==> config.mk <==
export PLATFORM = sky130hd
export DESIGN_NAME = mem_port_arbiter
export DESIGN_NICKNAME = d
export VERILOG_FILES = /design/src/rtl/mem_arb_pkg.sv /design/src/rtl/mem_arb_timer.sv /design/src/rtl/mem_port_arbiter.sv
export SDC_FILE = /design/constraint.sdc
export NUM_CORES = 1
export LEC_CHECK = 0
export CAP_MARGIN = 10
export CORE_UTILIZATION = 48
export DETAILED_ROUTE_END_ITERATION = 10
export MAX_ROUTING_LAYER = met4
export PLACE_DENSITY_LB_ADDON = 0.25
export SYNTH_ARGS = -nofsm -noshare
export SYNTH_HDL_FRONTEND = slang
export SYNTH_SLANG_ARGS = --single-unit
==> constraint.sdc <==
create_clock -name clk -period 2.6 [get_ports clk]
set_input_delay 0.39 -clock clk [delete_from_list [all_inputs] [get_ports clk]]
set_output_delay 0.39 -clock clk [all_outputs]
set_load 0.1 [all_outputs]
==> src/rtl/mem_arb_pkg.sv <==
// Shared types and defaults for the fetch/execute memory port arbiter.
// Imported by the arbiter top and its ISSUE-cycle timer.
package mem_arb_pkg;

    typedef enum logic [1:0] {
        S_IDLE  = 2'd0,
        S_ISSUE = 2'd1,
        S_RESP  = 2'd2
    } state_t;

    localparam logic OWN_IF = 1'b0;
    localparam logic OWN_EX = 1'b1;

    localparam int STARVE_LIMIT_DEF = 4;
    localparam int TIMEOUT_DEF      = 255;

endpackage

==> src/rtl/mem_arb_timer.sv <==
// Counts ISSUE cycles and flags the cycle in which the ack wait runs out.
// Cleared outside ISSUE so every transaction starts from zero.
module mem_arb_timer
    import mem_arb_pkg::*;
#(
    parameter int TIMEOUT = TIMEOUT_DEF
) (
    input  logic clk,
    input  logic rst,
    input  logic enable,
    input  logic clear,
    output logic expired
);

    logic [7:0] count;

    always_ff @(posedge clk or negedge rst) begin
        if (!rst) begin
            count <= '0;
        end else if (clear) begin
            count <= '0;
        end else if (enable) begin
            count <= count + 8'd1;
        end
    end

    // High during the TIMEOUT-th ISSUE cycle, so ISSUE lasts TIMEOUT cycles.
    assign expired = enable && (count == 8'(TIMEOUT - 1));

endmodule

==> src/rtl/mem_port_arbiter.sv <==
// Arbitrates one memory port between fetch (reads) and execute (loads/stores),
// execute first with a starvation guard for fetch and an ack timeout.
module mem_port_arbiter
    import mem_arb_pkg::*;
#(
    parameter int STARVE_LIMIT = STARVE_LIMIT_DEF,
    parameter int TIMEOUT      = TIMEOUT_DEF
) (
    input  logic        clk,
    input  logic        rst,
    input  logic        if_readReq,
    input  logic [7:0]  if_addr,
    output logic [15:0] if_value,
    output logic        if_valueReady,
    input  logic        ex_readReq,
    input  logic        ex_writeReq,
    input  logic [7:0]  ex_addr,
    input  logic [15:0] ex_wdata,
    output logic [15:0] ex_rdata,
    output logic        ex_valueReady,
    output logic        ex_writeDone,
    output logic [7:0]  mem_addr,
    output logic [15:0] mem_wdata,
    output logic        mem_readReq,
    output logic        mem_writeReq,
    input  logic [15:0] mem_rdata,
    input  logic        mem_valueReady,
    output logic        grant_owner,
    output logic        busy,
    output logic        timeout_err
);

    localparam int SW = $clog2(STARVE_LIMIT + 1);
    localparam logic [SW-1:0] STARVE_MAX = SW'(STARVE_LIMIT);

    state_t         state;
    state_t         nextState;
    logic [SW-1:0]  starveCnt;
    logic           isWrite;
    logic           exReq;
    logic           grantIf;
    logic           grantEx;
    logic           wrSel;
    logic           issueDone;
    logic           expired;
    logic           timerEn;
    logic           timerClr;
    logic [15:0]    respData;

    // Fetch only beats a pending execute once it has been passed over enough.
    always_comb begin
        exReq   = ex_readReq | ex_writeReq;
        grantIf = if_readReq && (!exReq || starveCnt == STARVE_MAX);
        grantEx = exReq && !grantIf;
        wrSel   = grantEx && ex_writeReq;
    end

    always_ff @(posedge clk or negedge rst) begin
        if (!rst) begin
            state <= S_IDLE;
        end else begin
            state <= nextState;
        end
    end

    always_comb begin
        nextState = state;
        unique case (state)
            S_IDLE:  if (grantIf || grantEx) nextState = S_ISSUE;
            S_ISSUE: if (issueDone) nextState = S_RESP;
            S_RESP:  nextState = S_IDLE;
            default: nextState = S_IDLE;
        endcase
    end

    always_comb begin
        busy      = (state != S_IDLE);
        timerEn   = (state == S_ISSUE);
        timerClr  = (state != S_ISSUE);
        issueDone = timerEn && (mem_valueReady || expired);
        respData  = mem_valueReady ? mem_rdata : 16'h0000;
    end

    mem_arb_timer #(
        .TIMEOUT(TIMEOUT)
    ) uTimer (
        .clk    (clk),
        .rst    (rst),
        .enable (timerEn),
        .clear  (timerClr),
        .expired(expired)
    );

    always_ff @(posedge clk or negedge rst) begin
        if (!rst) begin
            starveCnt     <= '0;
            isWrite       <= 1'b0;
            grant_owner   <= OWN_IF;
            mem_addr      <= '0;
            mem_wdata     <= '0;
            mem_readReq   <= 1'b0;
            mem_writeReq  <= 1'b0;
            if_value      <= '0;
            if_valueReady <= 1'b0;
            ex_rdata      <= '0;
            ex_valueReady <= 1'b0;
            ex_writeDone  <= 1'b0;
            timeout_err   <= 1'b0;
        end else begin
            if_valueReady <= 1'b0;
            ex_valueReady <= 1'b0;
            ex_writeDone  <= 1'b0;
            unique case (state)
                S_IDLE: begin
                    if (grantIf || grantEx) begin
                        grant_owner  <= grantEx ? OWN_EX : OWN_IF;
                        isWrite      <= wrSel;
                        mem_addr     <= grantEx ? ex_addr : if_addr;
                        mem_wdata    <= wrSel ? ex_wdata : 16'h0000;
                        mem_readReq  <= !wrSel;
                        mem_writeReq <= wrSel;
                    end
                    if (!if_readReq || grantIf) begin
                        starveCnt <= '0;
                    end else if (grantEx) begin
                        starveCnt <= starveCnt + SW'(1);
                    end
                end
                S_ISSUE: begin
                    if (issueDone) begin
                        mem_readReq  <= 1'b0;
                        mem_writeReq <= 1'b0;
                        if (!mem_valueReady) begin
                            timeout_err <= 1'b1;
                        end
                        if (isWrite) begin
                            ex_writeDone <= 1'b1;
                        end else if (grant_owner == OWN_EX) begin
                            ex_rdata      <= respData;
                            ex_valueReady <= 1'b1;
                        end else begin
                            if_value      <= respData;
                            if_valueReady <= 1'b1;
                        end
                    end
                end
                default: ;
            endcase
        end
    end

endmodule

==> reports/summary.txt <==
Placed cells: 485
Critical Path End Type: flip-flop
Port Buf Inserts: 117
Vias/cell: 5.74
Worst EP required: 2.80 ns
Vias: 2872
Detail Route Antenna Nets: 0
Status: completed
Std cell rows: 30
GR Overflow Total: 0
Final Max Slew Viols: 0
Post-DR wirelength/cell: 16.0 um
Synth Warn #: 0
Cell taking the most area after synthesis: dfrtp_1
Clk pin slew, worst setup/hold paths: 0.07 ns
Worst Slack Setup Final: 0.676 ns
Tmin final: 1.92 ns
Post-synthesis register bit count: 77
Initial DRC Count: 236
RSZ-0062 raised after global routing: no
Htree depth: 3
Final WL: 8020 um
Clock sinks: 77
Main flop type after synthesis: dfrtp_1
DR pass1 iterations: 4
Post-Synthesis Cell Area: 3360 um^2
Relative max-transition margin: 0.361
Startpoint type of the worst setup path: flip-flop
Later-pin clock latency in the skew report: 0.35 ns
Initial core utilization: 0.497
Hpwl dp: 5420 um
Synth Instances: 309
Fraction of registers with async set/reset: 1.00
Clk Tree Root Cell: clkbuf_8
Pre-CTS setup slack: 0.494 ns
Die area: 7330 um^2
Final Net Count: 474
TritonCTS Buffers: 9
Met1 wire length: 3610 um
Net Count, Synth: 367
Metal3 WL: 588 um
Mean Syn Cell Area: 10.9 um^2
Seq/Total Area, Yosys: 0.574
Max-Cap Viols: 0
Period utilisation layout: 0.740
Least-Margin Pin Slew: 0.958 ns
Finished Layout Cells: 500
Longest Clk Path Bufs: 2
DRC errors left: 0
Share of cells above drive strength 1: 0.217
Post-cts gate resize count: 0
TritonCTS clock tree: done
Initial antenna violation count: 0
Post-synth EDFFs: 0
Max layer used: met4
Height of the die: 85.6 um
Post-synth top area share: 0.574
Core region area: 6760 um^2
Chip width: 85.6 um
Setup TNS: 0 ns
Area added between synthesis and finish: 36.3%
GP Congestion: 0.864
Post-CTS Setup Bufs: 0
CTS Hold Bufs: 0
Total GRT Usage: 0.230
Fmax: 520 MHz
Met2 wire length: 3720 um
Setup CP Type: flip-flop to flip-flop
Hold Fails Final Rpt: 0
Worst EP arrival: 2.12 ns
First-pass GRT wire length: 12900 um
Post-synth top cells: dfrtp_1, o21ai_0, o22ai_1
CP max FO: 19
Most frequent cell after synthesis: dfrtp_1
Largest net degree at the start of global routing: 78
Synth top area cells: dfrtp_1, o21ai_0, o22ai_1
Setup-failing EPs final: 0
Vias in the first global route: 2722
Ports: 118
Post-route clock skew: 0.0121 ns
Cell variety after synth: 42
Hold Crit Class: input port to async pin
Ant diodes: 0
-- worst max-delay path, cell delays in order, from the launching register on --
cell and delay (ns):
dfrtp_1 0.48, or2_1 0.57, or2_1 0.55, o22ai_1 0.18
-- metal layers --
metal / track usage / up-vias
li1: - / 1347
met1: 0.312 / 1365
met2: 0.348 / 150
met3: 0.0414 / 10
met4: 0.0833 / 0
met5: - / -
-- stage by stage --
stage | instance area [um^2] | hold slack, ns | util
floorplan | 3360 | 0.0944 | -
CTS | 4570 | 0.216 | 0.677
global placement | 4350 | 0.460 | 0.644
finish | 4570 | 0.184 | 0.677
global route | 4570 | 0.261 | 0.677
detailed placement | 4350 | 0.495 | 0.644
-- worst paths after layout --
| check | start | endpoint | slack [ns] | depth (start not counted) |
|---|---|---|---|---|
| worst min-delay path | rst | if_value[11] | 0.18 | 1 |
| max in group asynchronous | rst | if_value[8] | 1.79 | 1 |
| worst min register to register | mem_wdata[15] | mem_wdata[15] | 0.51 | 1 |
| worst max register to register | grant_owner | if_value[9] | 0.68 | 3 |
| min in group clk | mem_wdata[15] | mem_wdata[15] | 0.51 | 1 |
| worst max-delay path | grant_owner | if_value[9] | 0.68 | 3 |
-- cells in the final DEF (no fill, tap or decap), drive strengths merged, types with 10 or more instances in the layout --
| cell | count |
|---|---|
| clkbuf | 10 |
| a21oi | 14 |
| o22ai | 30 |
| o21ai | 42 |
| a22o | 16 |
| buf | 71 |
| nand2 | 20 |
| inv | 10 |
| clkdlybuf4s50 | 52 |
| nor2 | 10 |
| dfrtp | 77 |
-- final cells by class --
type / count / area (um^2)
inverter: 9 / 33.8
fill: 526 / 2180
tap: 80 / 100
multi-input combinational: 196 / 1240
timing repair buffer: 123 / 1050
clock buffer: 10 / 138
sequential: 77 / 1930
clock inverter: 5 / 83.8
-- sequential cells by signal, summed over array words and instances, names as in the netlist, 2 cells and up --
name / flops
ex_rdata: 16
if_value: 16
mem_wdata: 16
mem_addr: 8
uTimer.count: 8
starveCnt: 3
state: 2
-- logic make-up after synthesis --
kind of cell	share of synthesized area
AND/OR/NAND/NOR	0.119
buffers and inverters	0.0570
XOR/XNOR	0.00783
adder cells (fa/ha/maj)	0.0149
multiplexers	0.00298
flip-flops	0.574
AO/OA/AOI/OAI	0.224
Power is left out: the tool's default activity adds up to more than one toggle a clock period on the data nets, which glitch-free logic cannot reach.
